**src/rtl/alu_issue.sv**
```systemverilog
// alu_issue -- request-side front end for a 2-stage registered 4-bit ALU.
//
// Accepts operations over a valid/ready handshake, drives the ALU operand and
// opcode inputs from registers, follows each operation through the ALU's fixed
// 2-cycle latency and captures the result into a small result FIFO.
// Results return in acceptance order over a second valid/ready handshake.
// A credit count (in-flight operations plus FIFO occupancy) throttles
// req_ready, so the FIFO can never overflow under downstream backpressure.
//
// Optional feature macro: ALU_ISSUE_CHECK_EN
//   defined   : operands travel with the valid pipeline and a reference model
//               compares every captured alu_out; a mismatch sets sticky err.
//   undefined : no operand pipeline, no comparator, err tied to 0.
//
// Ports
//   clk, rst_n              clock (rising edge), asynchronous active-low reset
//   req_valid/req_ready     request handshake
//   req_a, req_b, req_op    operands and opcode (00 add, 01 mul, 10 or, 11 and)
//   alu_a, alu_b, alu_opcode registered drive to the ALU
//   alu_rst                 active-high ALU reset (= !rst_n)
//   alu_out                 ALU result (valid 2 edges after alu_* load)
//   rsp_valid/rsp_ready     response handshake
//   rsp_data, rsp_op        result and echoed opcode at the FIFO head
//   err                     sticky result-mismatch flag

module alu_issue #(
  parameter int FIFO_DEPTH = 4
) (
  input  logic       clk,
  input  logic       rst_n,
  input  logic       req_valid,
  output logic       req_ready,
  input  logic [3:0] req_a,
  input  logic [3:0] req_b,
  input  logic [1:0] req_op,
  output logic [3:0] alu_a,
  output logic [3:0] alu_b,
  output logic [1:0] alu_opcode,
  output logic       alu_rst,
  input  logic [7:0] alu_out,
  output logic       rsp_valid,
  input  logic       rsp_ready,
  output logic [7:0] rsp_data,
  output logic [1:0] rsp_op,
  output logic       err
);

  localparam int PW = (FIFO_DEPTH > 1) ? $clog2(FIFO_DEPTH) : 1;
  localparam int CW = $clog2(FIFO_DEPTH + 1);
  // wide enough for 3 in-flight operations plus a full FIFO
  localparam int OW = CW + 2;

  logic [3:0]    alu_a_reg;
  logic [3:0]    alu_b_reg;
  logic [1:0]    alu_opcode_reg;
  logic [2:0]    v_reg;
  logic [1:0]    op_pipe_reg [1:2];
  logic [PW-1:0] wr_ptr_reg;
  logic [PW-1:0] rd_ptr_reg;
  logic [CW-1:0] count_reg;
  logic [CW-1:0] count_next;
  logic [9:0]    fifo_mem_reg [FIFO_DEPTH];
  logic [OW-1:0] outstanding;
  logic          accept;
  logic          push;
  logic          pop;

  assign alu_rst = !rst_n;

  // Credit: every accepted operation holds a slot until its result is popped.
  assign outstanding = OW'(v_reg[0]) + OW'(v_reg[1]) + OW'(v_reg[2]) + OW'(count_reg);
  assign req_ready   = (outstanding < OW'(FIFO_DEPTH));

  assign accept    = req_valid && req_ready;
  assign push      = v_reg[2];
  assign rsp_valid = (count_reg != '0);
  assign pop       = rsp_valid && rsp_ready;

  assign alu_a      = alu_a_reg;
  assign alu_b      = alu_b_reg;
  assign alu_opcode = alu_opcode_reg;

  // Issue registers and valid/opcode pipeline. Stage 0 of the opcode pipeline
  // is alu_opcode_reg itself; it holds when nothing is accepted, which is
  // harmless because v_reg[0] is then 0.
  always_ff @(posedge clk or negedge rst_n) begin
    if (!rst_n) begin
      alu_a_reg      <= '0;
      alu_b_reg      <= '0;
      alu_opcode_reg <= '0;
      v_reg          <= '0;
      op_pipe_reg[1] <= '0;
      op_pipe_reg[2] <= '0;
    end else begin
      if (accept) begin
        alu_a_reg      <= req_a;
        alu_b_reg      <= req_b;
        alu_opcode_reg <= req_op;
      end
      v_reg          <= {v_reg[1:0], accept};
      op_pipe_reg[1] <= alu_opcode_reg;
      op_pipe_reg[2] <= op_pipe_reg[1];
    end
  end

  always_comb begin
    count_next = count_reg;
    case ({push, pop})
      2'b10:   count_next = count_reg + CW'(1);
      2'b01:   count_next = count_reg - CW'(1);
      default: count_next = count_reg;
    endcase
  end

  // Pointers wrap naturally because FIFO_DEPTH is a power of two.
  always_ff @(posedge clk or negedge rst_n) begin
    if (!rst_n) begin
      wr_ptr_reg <= '0;
      rd_ptr_reg <= '0;
      count_reg  <= '0;
    end else begin
      if (push) wr_ptr_reg <= wr_ptr_reg + PW'(1);
      if (pop)  rd_ptr_reg <= rd_ptr_reg + PW'(1);
      count_reg <= count_next;
    end
  end

  // Result storage, one register per entry so reset can clear it and the
  // head reads combinationally.
  genvar gi;
  generate
    for (gi = 0; gi < FIFO_DEPTH; gi++) begin : g_entry
      always_ff @(posedge clk or negedge rst_n) begin
        if (!rst_n) begin
          fifo_mem_reg[gi] <= '0;
        end else if (push && (wr_ptr_reg == PW'(gi))) begin
          fifo_mem_reg[gi] <= {op_pipe_reg[2], alu_out};
        end
      end
    end
  endgenerate

  assign rsp_data = fifo_mem_reg[rd_ptr_reg][7:0];
  assign rsp_op   = fifo_mem_reg[rd_ptr_reg][9:8];

`ifdef ALU_ISSUE_CHECK_EN
  logic [3:0] a_pipe_reg [1:2];
  logic [3:0] b_pipe_reg [1:2];
  logic       err_reg;
  logic [7:0] expected;

  function automatic logic [7:0] ref_result(input logic [3:0] a, input logic [3:0] b,
                                            input logic [1:0] op);
    logic [7:0] r;
    case (op)
      2'b00:   r = {4'b0, a} + {4'b0, b};
      2'b01:   r = {4'b0, a} * {4'b0, b};
      2'b10:   r = {4'b0, a | b};
      default: r = {4'b0, a & b};
    endcase
    return r;
  endfunction

  assign expected = ref_result(a_pipe_reg[2], b_pipe_reg[2], op_pipe_reg[2]);

  always_ff @(posedge clk or negedge rst_n) begin
    if (!rst_n) begin
      a_pipe_reg[1] <= '0;
      a_pipe_reg[2] <= '0;
      b_pipe_reg[1] <= '0;
      b_pipe_reg[2] <= '0;
      err_reg       <= 1'b0;
    end else begin
      a_pipe_reg[1] <= alu_a_reg;
      a_pipe_reg[2] <= a_pipe_reg[1];
      b_pipe_reg[1] <= alu_b_reg;
      b_pipe_reg[2] <= b_pipe_reg[1];
      if (push && (alu_out != expected)) err_reg <= 1'b1;
    end
  end

  assign err = err_reg;
`else
  assign err = 1'b0;
`endif

endmodule
```
**config.mk**
```make
export PLATFORM = sky130hd
export DESIGN_NAME = alu_issue
export DESIGN_NICKNAME = d
export VERILOG_FILES = /design/src/rtl/alu_issue.sv
export SDC_FILE = /design/constraint.sdc
export NUM_CORES = 1
export LEC_CHECK = 0
export BUFFER_PORTS_ARGS = -buffer_cell sky130_fd_sc_hd__buf_2
export CAP_MARGIN = 20
export CORE_ASPECT_RATIO = 0.75
export CORE_MARGIN = 8
export CORE_UTILIZATION = 55
export DETAILED_ROUTE_END_ITERATION = 7
export PLACE_DENSITY_LB_ADDON = 0.3
export SLEW_MARGIN = 20
export SYNTH_ARGS = -nofsm -noshare
export SYNTH_HDL_FRONTEND = slang
export SYNTH_SLANG_ARGS = --single-unit
```
**constraint.sdc**
```tcl
create_clock -name clk -period 2.5 [get_ports clk]
set_input_delay 0.5 -clock clk [delete_from_list [all_inputs] [get_ports clk]]
set_output_delay 0.5 -clock clk [all_outputs]
set_load 0.005 [all_outputs]
```
Yosys cells after proc, flatten, opt, wreduce, memory -nomap -nowiden
Index checks and enable logic that the tools add are counted.

word-level totals
  register bits after elaboration = 64
  bits of input ports = 22
  output and inout port bits = 24
  logic and storage cells = 42

operators by class
  $add $sub $neg = 7
  order comparisons = 2
  equality and inequality tests = 5
  mux-type cells = 4
  bitwise logic cells = 1
  reduce and logical (&&, ||, !) cells = 10

operator list
  operator                                                                      count
  10-bit binary-select mux with 2-bit select                                    1
  10-bit two-way mux                                                            2
  2-bit == test, second input constant                                          3
  1-bit logical AND                                                             6
  3-bit one-hot mux with 2 select lines                                         1
  2-bit by 1-bit adder with 2-bit output, second input constant                 2
  3-bit by 3-bit adder with 4-bit output                                        1
  2-bit by 1-bit == test with 1-bit output, second input constant               2
  4-bit by 3-bit less-than comparator with 1-bit output, second input constant  1
  2-bit by 1-bit adder with 3-bit output                                        1
  3-bit by 1-bit adder with 3-bit output, second input constant                 1
  3-bit >= comparator, second input constant                                    1
  2-bit inverter with 3-bit output                                              1
  3-bit nonzero test                                                            1
  3-bit by 1-bit subtractor with 3-bit output, second input constant            1
  1-bit by 1-bit adder with 2-bit output                                        1
  2-bit zero test                                                               1
  2-bit nonzero test                                                            1
  1-bit zero test                                                               1

Logic depth before layout (Yosys ltp)
  depth in word-level cells = 5
  mapped depth = 8
  gate-level depth less buffers = 7

Worst setup path before layout
OpenSTA, ideal clock, no wires.

  path kind = reg2reg
  start point = reg v_reg[0]
  end point = reg alu_a_reg[0] (netlist: alu_a[0])
  setup time = 0.125 ns
  arrival = 1.964 ns
  setup slack = 0.411 ns
  cell stages (with the launch flop) = 7
  path buffers = 1
  period minus slack after synthesis = 2.089 ns
  path through = dfrtp_1 > fa_1 > ha_1 > a311oi_4 > nand2_2 > buf_6 > mux2_4

on the way
  word-level cells in the longest chain between the ends = 5

ends and longest elaborated chain
  element                                                RTL line  RTL
  start: declaration                                     56        logic [2:0] v_reg;
  start signal: assignment                               100       v_reg <= {v_reg[1:0], accept};
  1-bit by 1-bit adder with 2-bit output                 71        assign outstanding = OW'(v_reg[0]) + OW'(v_reg[1]) + OW'(v_reg[2]) + OW'(count_reg);
  2-bit by 1-bit adder with 3-bit output                 71
  3-bit by 3-bit adder with 4-bit output                 71
  4-bit by 3-bit less-than comparator with 1-bit output  72        assign req_ready = (outstanding < OW'(FIFO_DEPTH));
  via req_ready                                          32        output logic req_ready,
  1-bit logical AND                                      74        assign accept = req_valid && req_ready;
  end signal: assignment                                 96        alu_a_reg <= req_a;
  end: declaration                                       53        logic [3:0] alu_a_reg;

The timed path passes the listed nets, and every way through them passes these cells.
A chain may end at the register's enable or synchronous reset.

Worst setup path in the final report
  start point = reg count_reg[0]
  end point = out req_ready

on the way
  word-level cells in the longest chain between the ends = 2

ends and longest elaborated chain
  element                                                RTL line  RTL
  start: declaration                                     60        logic [CW-1:0] count_reg;
  start signal: assignment                               124       count_reg <= count_next;
  3-bit by 3-bit adder with 4-bit output                 71
  4-bit by 3-bit less-than comparator with 1-bit output  72
  end: declaration                                       32

No other way between the ends.

==> run summary <==
Status: completed
Fin. max-slew vios: 0
Die area: 7560 sq um
DP Wirelength: 3.65 mm
Fillcell total: 335
Shortest period the worst path allows: 2.38 ns
Vias in the first global route: 1773
Total power draw: 4740 uW
Total clock sinks: 64
Worst-skew pair later-pin latency: 0.34 ns
Cell Pwr Density: 1440 nW/um^2
Lkg Pwr: 0.00153 uW
Io pins: 46
Row count: 22
CTS H-tree depth: 3
Peak VDD IR: 0.000755 V
RSZ-0062 raised after global routing: false
Gate count of the mapped netlist: 165
First-pass GRT wire length: 8.78 mm
Max clock buf depth: 2
Final worst path period share: 95.2%
Crit path arrival time: 1.88 ns
Avg WL per Cell: 18.6 microns
Core Region: 4870 sq um
Non-filler cells, final: 282
Grt total ovfl: 0
Routed WL: 5.24 mm
Most Used Layer, Global Route: met2
PortBufs: 44
CP max stage cell: dfrtp_1
Reg2reg end: alu_a[0]
Hold Crit Class: in -> async
Pre-CTS setup slack: 0.247 ns
Diode count: 0
Avg Inst Size Synth: 16.7 sq um
Vias per cell: 5.40
Routability congestion estimate: 0.704
Clock skew: 0.00720 ns
Root Driver: clkbuf_8
Initial detailed-routing violation count: 62
DP Cell Count: 266
CTS tree: yes
Largest net degree at the start of global routing: 65
Via count: 1524
Die Height: 77.3 microns
Slew headroom: 48.1%
Fraction of layout cells with a size suffix above 1: 56.8%
Clock-pin slew on the worst setup and hold paths: 0.07 ns
Multi-input gate area: 1100 sq um
Largest register FFs: 40
Finish-stage setup viols: 0
DRT Pass-1 Iters: 4
Tot GR Track Use: 14.9%
Crit-path max FO: 5
Starting Density: 56.6%
Netlist cell types: 21
Layout Area Growth over Synthesis: 19.1%
CTS Buf Count: 9
YS warnings: 0
Post-synth top area cell: dfrtp_1
Met1 Resource Use GR: 18.4%
Syn_nets: 195
Critical path required time: 2.00 ns
Final nets: 247
Antenna-violating nets left: 0
Yosys top cell area share: 58.1%
Fmax: 420 MHz
#FFs+latches synth: 64
Initial antenna violation count: 0
Synth top area cells: dfrtp_1, mux2_2, mux4_2
CP cell instances: fa_2 > ha_4 > a311oi_4 > buf_2
MaxCap Viol Count: 0
Chip width: 97.7 microns
Setup TNS: 0 ns
CP max stage delay: 0.45 ns
R2R Setup Slk: 0.38 ns
Worst Tran Pin Value: 0.779 ns
Worst hold slack: 0.348 ns
Met2 usage: 22.6%
Worst setup path class: reg -> out
Met3 Use GR: 7.75%
Count of final hold-check violations: 0
Post-synthesis sequential area ratio: 58.1%
RR Startpoint: count_reg[0]
Reg2Reg Depth: 5
Synthesized cell area: 2760 sq um
DRC: 0
Fin worst setup slack: 0.121 ns
Crit. End Element: output pin
Register Area: 1600 sq um
Worst setup SP type: register
-- critical path, delay by kind of cell (launching register included) --
kind | cells | cell delay [ns]
flops | 1 | 0.45
compound gates | 1 | 0.31
fa+ha+maj | 2 | 0.61
buf+inv | 1 | 0.17
-- per-stage QoR --
stage | area (sq um) | util (%)
2_1_floorplan | 2760 | -
3_3_place_gp | 3020 | 62.1
3_5_place_dp | 3020 | 62.1
4_1_cts | 3270 | 67.1
5_1_grt | 3280 | 67.4
6_report | 3280 | 67.4
-- placed cells by master (no fill, tap or decap) --
| cell | instances |
|---|---|
| dfrtp_1 | 64 |
| buf_2 | 44 |
| mux2_2 | 41 |
| mux4_2 | 10 |
| mux2_4 | 9 |
| clkbuf_8 | 9 |
| inv_1 | 8 |
| nand2_1 | 6 |
| ha_1 | 5 |
| xor2_1 | 4 |
| bufinv_16 | 3 |
| xnor2_1 | 2 |
| clkinvlp_4 | 2 |
| buf_4 | 2 |
| o31a_1 | 1 |
| or3_1 | 1 |
| a311oi_4 | 1 |
| nand2_2 | 1 |
| mux2i_1 | 1 |
| o21ai_0 | 1 |
| nor2_1 | 1 |
| fa_1 | 1 |
| fa_2 | 1 |
| ha_4 | 1 |
| conb_1 | 1 |
| clkinv_2 | 1 |
| inv_6 | 1 |
-- kinds of logic after synthesis --
family,count (synthesis),synth area share (%)
DFF,64,58.1
muxes,61,30.2
buffers and inverters,13,2.63
and+or+nand+nor,9,1.41
adders and majority gates,8,4.18
xor gates and xnor gates,6,1.91
AOI/OAI and AO/OA,3,1.45
other,1,0.136
-- worst max-delay path by stage --
stage | from | to | slack (ns) | cells past startpoint
2_1_floorplan | v_reg[0] | alu_a[0] | 0.41 | 6
6_report | count_reg[0] | req_ready | 0.12 | 4
5_1_grt | count_reg[0] | req_ready | 0.06 | 4
4_1_cts | v_reg[0] | req_ready | 0.01 | 4
3_5_place_dp | v_reg[0] | alu_a[0] | 0.25 | 5
3_3_place_gp | v_reg[0] | alu_b[2] | 0.35 | 5
-- report_power, final --
group / internal [uW] / switching [uW] / leakage [uW]
clock: 663 / 406 / 0.000116
sequential: 1570 / 388 / 0.000757
combinational: 1080 / 639 / 0.000658
-- synth_stat cells (all sizes together) --
| cell | n |
|---|---|
| dfrtp | 64 |
| mux2 | 50 |
| mux4 | 10 |
| inv | 8 |
| nand2 | 7 |
| ha | 6 |
| buf | 5 |
| xor2 | 4 |
| fa | 2 |
| xnor2 | 2 |
| a311oi | 1 |
| conb | 1 |
| mux2i | 1 |
| nor2 | 1 |
| o21ai | 1 |
| o31a | 1 |
| or3 | 1 |
-- metal layers --
| layer | share of wire, % | vias up | routed length (microns) |
|---|---|---|---|
| met5 | 0 | - | 0 |
| met4 | 0.55 | 0 | 29 |
| met3 | 7.5 | 5 | 395 |
| met2 | 46 | 57 | 2410 |
| met1 | 46 | 775 | 2400 |
| li1 | - | 687 | - |
-- layout make-up --
class	instances	share of cell area, %
Inverter	8	0.915
Tap cell	60	2.29
Clock inverter	7	3.62
Multi-Input combinational cell	88	33.4
Sequential cell	64	48.8
Clock buffer	9	3.77
Timing Repair Buffer	46	7.17
-- timing repair --
| item | 4_1_cts | 5_1_grt |
|---|---|---|
| hold buffers | 0 | 0 |
| endpoints found under the setup margin | 1 | 1 |
| pin swaps | 1 | 1 |
| setup buffers | 0 | 0 |
| resized for setup | 0 | 2 |
Power figures use the tool's default switching activity.
